`src/rtl/uart_tx_arbiter.sv`:
```
// uart_tx_arbiter: round-robin sharing of a single uart_tx among NUM_REQ
// byte producers, with locked bursts and a per-frame completion watchdog.
module uart_tx_arbiter #(
    parameter int NUM_REQ        = 4,
    parameter int CLK_PARAM      = 50000000,
    parameter int BAUD_RATE      = 9600,
    parameter int MAX_BURST      = 16,
    parameter int TIMEOUT_CYCLES = 12 * (CLK_PARAM / BAUD_RATE)
) (
    input  logic                 clk,
    input  logic                 rst_n,
    input  logic [NUM_REQ-1:0]   req,
    input  logic [8*NUM_REQ-1:0] req_data,
    input  logic [NUM_REQ-1:0]   lock,
    output logic [NUM_REQ-1:0]   ack,
    output logic [NUM_REQ-1:0]   grant,
    output logic                 tx_send,
    output logic [7:0]           tx_data,
    input  logic                 tx_done,
    output logic                 tx_abort,
    output logic                 err_timeout,
    input  logic                 err_clr,
    output logic                 busy
);

    localparam int IDX_W   = (NUM_REQ > 1) ? $clog2(NUM_REQ) : 1;
    localparam int TIMER_W = (TIMEOUT_CYCLES > 1) ? $clog2(TIMEOUT_CYCLES) : 1;
    localparam logic [TIMER_W-1:0] TIMER_LAST = TIMER_W'(TIMEOUT_CYCLES - 1);
    localparam logic [7:0]         BURST_MAX  = 8'(MAX_BURST);
    localparam logic [IDX_W-1:0]   IDX_LAST   = IDX_W'(NUM_REQ - 1);

    typedef enum logic [1:0] {
        IDLE      = 2'd0,
        LAUNCH    = 2'd1,
        WAIT_DONE = 2'd2,
        ABORT     = 2'd3
    } state_t;

    state_t               state_reg, state_next;
    logic [IDX_W-1:0]     rr_reg, rr_next;
    logic [IDX_W-1:0]     owner_reg, owner_next;
    logic [NUM_REQ-1:0]   grant_reg, grant_next;
    logic [7:0]           burst_reg, burst_next;
    logic [7:0]           data_reg, data_next;
    logic [TIMER_W-1:0]   timer_reg, timer_next;
    logic                 err_reg, err_next;

    logic [7:0]           req_byte [NUM_REQ];
    logic                 sel_found;
    logic [IDX_W-1:0]     sel_idx;
    logic [IDX_W-1:0]     cand_idx;
    logic [IDX_W-1:0]     rr_adv;
    int                   cand;

    // Unpack the flat request bus into one byte per requester.
    generate
        for (genvar gi = 0; gi < NUM_REQ; gi++) begin : g_unpack
            assign req_byte[gi] = req_data[8*gi +: 8];
        end
    endgenerate

    // Round-robin pick: first asserted request at or after the rr pointer, with wrap.
    always_comb begin
        sel_found = 1'b0;
        sel_idx   = '0;
        cand      = 0;
        cand_idx  = '0;
        for (int k = 0; k < NUM_REQ; k++) begin
            cand = int'(rr_reg) + k;
            if (cand >= NUM_REQ) begin
                cand = cand - NUM_REQ;
            end
            cand_idx = IDX_W'(cand);
            if (!sel_found && req[cand_idx]) begin
                sel_found = 1'b1;
                sel_idx   = cand_idx;
            end
        end
    end

    // Pointer value that places the current owner last in the next search.
    assign rr_adv = (owner_reg == IDX_LAST) ? '0 : owner_reg + IDX_W'(1);

    // Next-state logic: arbitration, launch, completion wait and watchdog abort.
    always_comb begin
        state_next = state_reg;
        rr_next    = rr_reg;
        owner_next = owner_reg;
        grant_next = grant_reg;
        burst_next = burst_reg;
        data_next  = data_reg;
        timer_next = timer_reg;
        err_next   = err_reg;
        if (err_clr) begin
            err_next = 1'b0;
        end
        case (state_reg)
            IDLE: begin
                if (sel_found) begin
                    state_next = LAUNCH;
                    owner_next = sel_idx;
                    grant_next = NUM_REQ'(1) << sel_idx;
                    data_next  = req_byte[sel_idx];
                    burst_next = 8'd1;
                end
            end
            LAUNCH: begin
                timer_next = '0;
                state_next = WAIT_DONE;
            end
            WAIT_DONE: begin
                timer_next = timer_reg + TIMER_W'(1);
                if (tx_done) begin
                    if (lock[owner_reg] && req[owner_reg] && (burst_reg < BURST_MAX)) begin
                        data_next  = req_byte[owner_reg];
                        burst_next = burst_reg + 8'd1;
                        state_next = LAUNCH;
                    end else begin
                        rr_next    = rr_adv;
                        grant_next = '0;
                        burst_next = 8'd0;
                        state_next = IDLE;
                    end
                end else if (timer_reg == TIMER_LAST) begin
                    state_next = ABORT;
                end
            end
            ABORT: begin
                // Setting the flag here overrides a simultaneous clear.
                err_next   = 1'b1;
                rr_next    = rr_adv;
                grant_next = '0;
                burst_next = 8'd0;
                state_next = IDLE;
            end
            default: begin
                state_next = IDLE;
            end
        endcase
    end

    // State registers; reset drops any frame in flight without ACK or abort.
    always_ff @(posedge clk or negedge rst_n) begin
        if (!rst_n) begin
            state_reg <= IDLE;
            rr_reg    <= '0;
            owner_reg <= '0;
            grant_reg <= '0;
            burst_reg <= 8'd0;
            data_reg  <= 8'h00;
            timer_reg <= '0;
            err_reg   <= 1'b0;
        end else begin
            state_reg <= state_next;
            rr_reg    <= rr_next;
            owner_reg <= owner_next;
            grant_reg <= grant_next;
            burst_reg <= burst_next;
            data_reg  <= data_next;
            timer_reg <= timer_next;
            err_reg   <= err_next;
        end
    end

    assign tx_send     = (state_reg == LAUNCH);
    assign ack         = (state_reg == LAUNCH) ? grant_reg : '0;
    assign grant       = grant_reg;
    assign tx_data     = data_reg;
    assign tx_abort    = (state_reg == ABORT);
    assign err_timeout = err_reg;
    assign busy        = (state_reg != IDLE);

endmodule

```
`config.mk`:
```
export PLATFORM = sky130hd
export DESIGN_NAME = uart_tx_arbiter
export DESIGN_NICKNAME = d
export VERILOG_FILES = /design/src/rtl/uart_tx_arbiter.sv
export SDC_FILE = /design/constraint.sdc
export NUM_CORES = 1
export LEC_CHECK = 0
export ABC_AREA = 1
export CORE_MARGIN = 8
export CORE_UTILIZATION = 45
export DETAILED_ROUTE_END_ITERATION = 16
export GPL_TIMING_DRIVEN = 0
export PLACE_DENSITY = 0.72
export SETUP_SLACK_MARGIN = 0.15
export SLEW_MARGIN = 5
export SYNTH_ARGS = -nofsm -noshare
export SYNTH_HDL_FRONTEND = slang
export SYNTH_SLANG_ARGS = --single-unit
```
`constraint.sdc`:
```
create_clock -name clk -period 4.74 [get_ports clk]
set_input_delay 1.422 -clock clk [delete_from_list [all_inputs] [get_ports clk]]
set_output_delay 1.422 -clock clk [all_outputs]
set_load 0.02 [all_outputs]
```
==> run metrics <==
outcome complete, no violations; Congestion Overflow GR 0; number of input and output port buffers inserted 63; RR Startpoint state_reg[0]; unrepaired setup endpoints after global routing no; Synth cell types 40; endpoint of the worst setup timing path ack[3]; worst clock skew between 0.008 and 0.009 ns; Site Rows 30; type of element capturing the critical path output port; routed wirelength normalized by instance count 14.5 um; TritonCTS clock tree built; ys async rst share 100%; Crit. Startpoint state_reg[1]; worst supply voltage drop on vdd 0.437 mV; area growth from synthesis to layout 27.1%; Sum Neg Setup Slack 0 ns; ant diodes 0; Post-Synth XOR/XNOR Area 0.284%; sequential-to-total area share from yosys stat 34.8%; worst reg-to-reg setup slack approximately 2.4 ns; synthesized area divided by synthesized cell count 7.17 um2; required time reported for the critical path endpoint 3.32 ns; number of primary I/O pins between 60 and 70; vertical die dimension 98.9 um; number of enable flip-flop cells after synthesis 0; overall fraction of global-route tracks in use between 10% and 20%; Net count, final around 550; Critical Path, Cell by Cell inv_1, ha_1, nand2_1, inv_1, clkdlybuf4s50_1; number of CTS-inserted buffers 5; cell with the largest stage delay on the worst path sky130_fd_sc_hd__clkdlybuf4s50_1; upper clock frequency limit 0.303 GHz; Core Box Area 6720 um2; flip-flop and latch count after synthesis 43; number of maximum-capacitance violations 0; slew margin rel. 68.4%; slew of the pin with the lowest slew margin between 0.4 and 0.5 ns; share of the synthesized area in the top cell type 34.8%; P_leak 1.87 nW; minimum period implied by the final worst setup slack 3.30 ns; kind of start point of the critical path flip-flop; x dimension of the die about 100 um; Crit path top cell by count sky130_fd_sc_hd__inv_1; hold_buf cts 0; DIE AREA 9770 um2; Hold Crit Class reg -> reg; Simple-Gate Fraction of Synth Area 35.3%; highest fanout seen on the critical path 6; ratio of routed vias to standard cells 5.33; endpoint of the most critical register-to-register path timer_reg[15]; insertion delay to the later sink of the worst-skew pair roughly 0.30 ns; flip-flop cell with the highest count after synthesis sky130_fd_sc_hd__dfrtp_1; number of pins with negative max-slew slack in the final report 0; vias in the first global route 3052; dpl hpwl approximately 6700 um; buffer levels on the longest clock path 2; Final Hold Slack 0.489 ns; Remaining DRCs 0; CTS clk-pin slew, worst paths 0.09 ns; routability congestion estimate from global placement 0.893; class of the most critical setup path reg -> out; maximum number of pins on one net before global-route repair 32; clock tree root buffer cell sky130_fd_sc_hd__clkbuf_8; mux share of post-synthesis cell area 0%; top post-synthesis cells by count sky130_fd_sc_hd__nand2_1 (115), sky130_fd_sc_hd__inv_1 (47), sky130_fd_sc_hd__dfrtp_1 (43), sky130_fd_sc_hd__nor2_1 (32); CTS resizes 0; number of antenna violations at the first check in global routing 0; final hold violation count 0; leading cell types by total area after synthesis sky130_fd_sc_hd__dfrtp_1 (35%), sky130_fd_sc_hd__nand2_1 (14%), sky130_fd_sc_hd__inv_1 (5.7%); first-pass GRT wire length 14200 um; number of flip-flops in the largest register 16; Finish-stage setup viols 0; cell count after synthesis 431; DRC violation total after the first TritonRoute iteration 185; Final period util 69.6%; cell taking the most area after synthesis sky130_fd_sc_hd__dfrtp_1; Netlist Area Pre-Place around 3100 um2; wire length reported by the detailed router 8430 um; post-synthesis share of cell area spent on full adders, half adders and majority gates approximately 3.2%; htree depth 2; vias after detailed routing 3106; clock tree sinks 43; pwr dens 690 nW/um2; number of routed nets with antenna violations 0; data arrival time at the worst-slack endpoint about 1.9 ns; Warnings, synthesis 0; Synthesized Nets 483; reg2reg path depth 11; initial cell density of the core 46.0%; number of post-CTS setup repair buffers 0; most repeated cell in the gate-level netlist after synthesis sky130_fd_sc_hd__nand2_1; main combinational cell family by area after synthesis simple AND/OR/NAND/NOR gates; highest cell delay on the worst timing path approximately 0.60 ns; first drt pass iteration count 4; compound-gate portion of the synthesized area between 10% and 20%; ratio of cells with drive above 1 in the final layout 11.3%
[report_power, final]
part / internal (mW) / total [mW] / switching (mW)
Sequential: 0.460 / 0.527 / 0.0673
Clock: 0.105 / 0.243 / 0.138
Combinational: 0.708 / 1.94 / 1.23
[layout by cell type (no fill, tap or decap), drive strengths merged, types with 11 or more instances in the layout]
cell	netlist	final
o21ai	49	49
dfrtp	43	43
nor3	11	11
nand2	128	128
nand4	11	11
nor2	35	35
inv	55	56
nand3	25	25
a21oi	32	32
clkdlybuf4s50	0	62
[how the worst min path moves through the flow]
| stage | startpoint | endpoint | slack [ns] | depth (start not counted) |
|---|---|---|---|---|
| after floorplan | timer_reg[12] | timer_reg[12] | 0.46 | 1 |
| after global routing | tx_data[7] | tx_data[7] | 0.52 | 2 |
| after detailed placement | tx_data[1] | tx_data[1] | 0.47 | 2 |
| final | tx_data[7] | tx_data[7] | 0.49 | 2 |
| after CTS | tx_data[6] | tx_data[6] | 0.49 | 2 |
| after global placement | tx_data[6] | tx_data[6] | 0.47 | 2 |
[logic make-up (layout without fill, tap and decap cells)]
family | Yosys count | count (layout)
compound gates | 95 | 95
simple gates | 217 | 217
flops | 43 | 43
buf+inv | 67 | 139
fa+ha+maj | 8 | 8
xor+xnor | 1 | 1
[final cells by class]
cell class              instances  area (um2)
fillers                       632        2790
multi-input cells             321        1720
flip-flops and latches         43        1080
repair buffers                 64         646
inverters                      56         213
well taps                      80         100
plain buffers                  11        83.8
clock buffers                   5        68.8
clock inverters                 3        23.8
[through the flow]
stage | power (mW) | area [um2] | setup slack, ns | util (%) | std cells
2_1_floorplan | 1.94 | 3090 | 2.03 | - | 431
3_3_place_gp | 2.41 | 3820 | 1.14 | 56.9 | 574
3_5_place_dp | 2.46 | 3830 | 1.27 | 57.1 | 575
4_1_cts | 2.71 | 3930 | 1.42 | 58.5 | 583
5_1_grt | 2.96 | 3930 | 1.31 | 58.5 | 583
6_report | 2.71 | 3930 | 1.44 | 58.5 | 583
[critical path: cells and delay by family (launching register included)]
kind / cells / cell delay [ns]
buffers and inverters: 3 / 0.79
DFF: 1 / 0.41
and+or+nand+nor: 1 / 0.07
adders and majority gates: 1 / 0.30
[routing by layer]
layer  share of wire (%)  global-route usage [%]  up-vias
met3                 6.3                    3.88       20
met1                  43                    20.9     1427
met5                   0                       0        -
met2                  48                    29.9       96
li1                    -                       -     1563
met4                 2.4                    6.49        0
Power figures use the tool's default switching activity.
==> RTL change 1, RTL diff (config.mk and constraints unchanged) <==
Set the parameter `NUM_REQ` to 2 (it was 4).
--- a/src/rtl/uart_tx_arbiter.sv
+++ b/src/rtl/uart_tx_arbiter.sv
@@ -1,7 +1,7 @@
 // uart_tx_arbiter: round-robin sharing of a single uart_tx among NUM_REQ
 // byte producers, with locked bursts and a per-frame completion watchdog.
 module uart_tx_arbiter #(
-    parameter int NUM_REQ        = 4,
+    parameter int NUM_REQ        = 2,
     parameter int CLK_PARAM      = 50000000,
     parameter int BAUD_RATE      = 9600,
     parameter int MAX_BURST      = 16,
Interface: changed (5 resized); port bits go from 64 to 40. No check against the original RTL was run, so the function may have changed too.
==> RTL change 1 against the original RTL <==
Synthesized cell count fell by 17%; cell area fell by 22%; synthesized area down 20%; sequential cell count down 4; via count down 25%; critical path depth did not move; wire length decreased by 30%; setup slack lost 0.037 ns; global-route usage down 2.4 points; hold slack worse by 0.011 ns; register-to-register slack gained 0.52 ns; critical endpoint is now ack[1].
Power is not compared: it rests on default switching activity, and its combinational part moved more than twofold at a synthesized area within 25%.
==> RTL change 1: results (changes against the original RTL) <==
The run finished with clean final reports. The portion of the layout cell area used by non-clock buffers came out at 14.6% (was 18.6%). The number of ordinary and repair buffers in the finished layout came out at 47 (was 75). Most frequent cells after synthesis: 112 x sky130_fd_sc_hd__nand2_1, 55 x sky130_fd_sc_hd__inv_1, 44 x sky130_fd_sc_hd__nand3_1 (was 115 x sky130_fd_sc_hd__nand2_1, 47 x sky130_fd_sc_hd__inv_1, 43 x sky130_fd_sc_hd__dfrtp_1). The layout overhead on the synthesized area is 23.5% (was 27.1%). The global routing usage on met3 was 3.99% (was 3.88%); the portion of the post-synthesis area used by sequential elements was 39.4% (was 34.8%). Number of global-route vias before repair: 2317 (was 3052). The tools report the arrival time reported for the critical path endpoint as 1.91 ns (was 1.88 ns).

The share of final-layout standard cells stronger than drive strength 1 came out at 7.69% (was 11.3%). The count of input and output buffers was 39 (was 63); the met2 wire length was 2730 um (was 4060 um). The run gives 6 (was 5) as the number of clock buffer instances in the layout. The logs give 0.478 ns (was 0.489 ns) for the minimum hold slack and 30 (was 40) for the post-synthesis cell type count. The area of placed instances was 2970 um2 (was 3830 um2). The routed wire length was 5880 um (was 8430 um); the final setup skew was 0.00759 ns (was 0.00830 ns). The synthesized net count is 387 (was 483). The post-placement setup slack came out at 1.71 ns (was 1.27 ns). The run gives 505 (was 632) as the number of fill cells. The DRC violation total after the first TritonRoute iteration is 96 (was 185). The run gives 0.831 (was 0.893) as the last weighted congestion value of the routability-driven placer. Worst min-delay path startpoint: tx_data[3] (was tx_data[7]).

The run gives 15.1% (was 17.5%) as the all-layer global routing usage. The largest net degree at the start of global routing came out at 28 (was 32). The run gives 25.1% (was 29.9%) as the global routing met2 resource utilization.

The multi-input gate count is 252 (was 321), and the fraction of area in clock buffers and inverters is 2.86% (was 2.36%). Endpoint of the worst register-to-register path: timer_reg[6] (was timer_reg[15]). Top cells by area in the synthesized netlist: sky130_fd_sc_hd__dfrtp_1 39%, sky130_fd_sc_hd__nand2_1 17%, sky130_fd_sc_hd__nand3_1 8.9%, sky130_fd_sc_hd__inv_1 8.3%, sky130_fd_sc_hd__nor2_1 5.6% (was sky130_fd_sc_hd__dfrtp_1 35%, sky130_fd_sc_hd__nand2_1 14%, sky130_fd_sc_hd__inv_1 5.7%, sky130_fd_sc_hd__a21oi_1 5.0%, sky130_fd_sc_hd__o21ai_0 5.0%).

For the number of flip-flops and latches, the log shows 39 (was 43). The met1 track utilization from global routing was 18.0% (was 20.9%); the routed length on met3 was 323 um (was 533 um).
==> RTL change 1: changes by cell type in the layout (fill, tap and decap cells not counted), moves of 5 or more <==
cell,before,now
sky130_fd_sc_hd__a21oi_1,31,3
sky130_fd_sc_hd__a31oi_1,5,0
sky130_fd_sc_hd__clkdlybuf4s50_1,62,38
sky130_fd_sc_hd__inv_1,47,55
sky130_fd_sc_hd__inv_2,7,1
sky130_fd_sc_hd__nand2_2,8,2
sky130_fd_sc_hd__nand3_1,18,44
sky130_fd_sc_hd__nand3_2,6,0
sky130_fd_sc_hd__nor2_1,32,37
sky130_fd_sc_hd__nor3_1,8,3
sky130_fd_sc_hd__o211ai_1,2,8
sky130_fd_sc_hd__o21ai_0,31,9
sky130_fd_sc_hd__o21ai_1,17,5
==> RTL change 1: cell families after synthesis <==
family	after synthesis	share of synthesized area [%]
buf+inv	65	10.8
flops	39	39.4
simple gates	218	39.7
compound gates	27	6.52
fa+ha+maj	7	3.54
==> RTL change 1: worst max-delay path by stage <==
stage                      start            to  slack (ns)  depth (start not counted)
finish              state_reg[1]        ack[1]        1.41                          5
global placement           rst_n  timer_reg[2]        1.24                          1
CTS                 state_reg[1]        ack[0]        1.37                          5
floorplan           state_reg[1]        ack[0]        2.18                          4
detailed placement  state_reg[1]        ack[0]        1.71                          5
global route        state_reg[1]        ack[1]        1.27                          5
==> RTL change 1: per-stage QoR <==
stage	power, mW	cells
6_report	1.55	475
5_1_grt	1.68	475
4_1_cts	1.57	475
3_5_place_dp	1.33	468
3_3_place_gp	1.32	467
2_1_floorplan	1.04	356
==> RTL change 1: report_power, final <==
| group | switching (mW) | total [mW] | internal, mW |
|---|---|---|---|
| clock network | 0.114 | 0.228 | 0.114 |
| logic | 0.530 | 0.860 | 0.329 |
| registers | 0.0502 | 0.459 | 0.409 |
==> RTL change 2, RTL diff (config.mk and constraints unchanged) <==
Without the edit above. Reset style: synchronous (`rst_n`), changed in one clocked block.
--- a/src/rtl/uart_tx_arbiter.sv
+++ b/src/rtl/uart_tx_arbiter.sv
@@ -140,7 +140,7 @@
     end
 
     // State registers; reset drops any frame in flight without ACK or abort.
-    always_ff @(posedge clk or negedge rst_n) begin
+    always_ff @(posedge clk) begin
         if (!rst_n) begin
             state_reg <= IDLE;
             rr_reg    <= '0;
Behaviour: differs if rst_n is asserted again (counterexample within 4 cycles, from zero or initial values and one cycle with rst_n low); with rst_n held inactive, the same outputs for 10 cycles.
==> RTL change 2 against the original RTL <==
Sequential cell count unchanged; die area down 2.6%; cell area shrank 2.4%; largest cell class unchanged; combinational power down 8%; synthesized area is 3.1% lower; core utilization is 1.6 points higher; highest routed layer unchanged; wire length shrank 2.4%; total power is 5.5% lower; first-iteration DRC count increased by 29%; setup slack got worse by 0.066 ns.
==> RTL change 2: results (changes against the original RTL) <==
The flow ran to the end, and the final reports show no timing, DRC or antenna violations. The final critical delay including setup and external delays was 3.36 ns (was 3.30 ns); the xor and xnor fraction of the mapped netlist area was 0.293% (was 0.284%). The tools report the worst min-delay path startpoint as burst_reg[6] (was tx_data[7]). For the combinational cell power, the log shows 1.78 mW (was 1.94 mW). The tools report the final setup skew as 0.00786 ns (was 0.00830 ns).

For the all-layer global routing usage, the log shows 16.7% (was 17.5%). The proportion of register bits with asynchronous set or reset after synthesis is 0% (was 100%), and the global routing usage on met3 is 3.56% (was 3.88%). For the area of placed instances, the log shows 3720 um2 (was 3830 um2). The tools report the beginning of the worst register-to-register path as state_reg[0] (unchanged). The start point of the critical path was rst_n (was state_reg[1]). The arrival time reported for the critical path endpoint was 3.54 ns (was 1.88 ns).

The mean instance size in the synthesized netlist was 6.67 um2 (was 7.17 um2). The logs give 501 (was 483) for the synthesized net count and 27.1% (was 29.9%) for the global routing met2 resource utilization. The most used flip-flop cell after synthesis is sky130_fd_sc_hd__dfxtp_1 (was sky130_fd_sc_hd__dfrtp_1).

The count of placed standard cells including taps is 589 (was 575), and the post-synthesis cell type count is 43 (was 40). The switching power share of the total is 51.4% (was 53.0%), and the length of the first detailed-routing pass in iterations is 5 (was 4). Routed metal-1 wire length: 3840 um (was 3630 um). The share of final-layout standard cells stronger than drive strength 1 is 10.8% (was 11.3%). The last weighted congestion value of the routability-driven placer is 0.899 (was 0.893). The sink of the worst hold path was burst_reg[6] (was tx_data[7]).
[RTL change 2: cell count changes after synthesis, sizes merged, moves of 3 or more]
| cell | before | now |
|---|---|---|
| dfrtp | 43 | 0 |
| dfxtp | 0 | 43 |
| inv | 55 | 65 |
| a21oi | 32 | 39 |
| nand2 | 128 | 122 |
| nand3 | 25 | 31 |
| o21ai | 49 | 43 |
| nor2 | 35 | 39 |
| o211ai | 2 | 5 |
[RTL change 2: area by class of cell]
cell class | instances | area [um2] | area share, %
plain buffers | 12 | 83.8 | 2.19
inverters | 66 | 268 | 6.98
well taps | 77 | 96.3 | 2.51
repair buffers | 63 | 631 | 16.4
multi-input cells | 328 | 1780 | 46.5
flip-flops and latches | 43 | 861 | 22.5
clock buffers | 5 | 68.8 | 1.80
clock inverters | 3 | 43.8 | 1.14
[RTL change 2: worst max-delay path: cells and delay by family]
kind	cells	cell delay, ns
buf+inv	3	1.28
compound gates	2	0.84
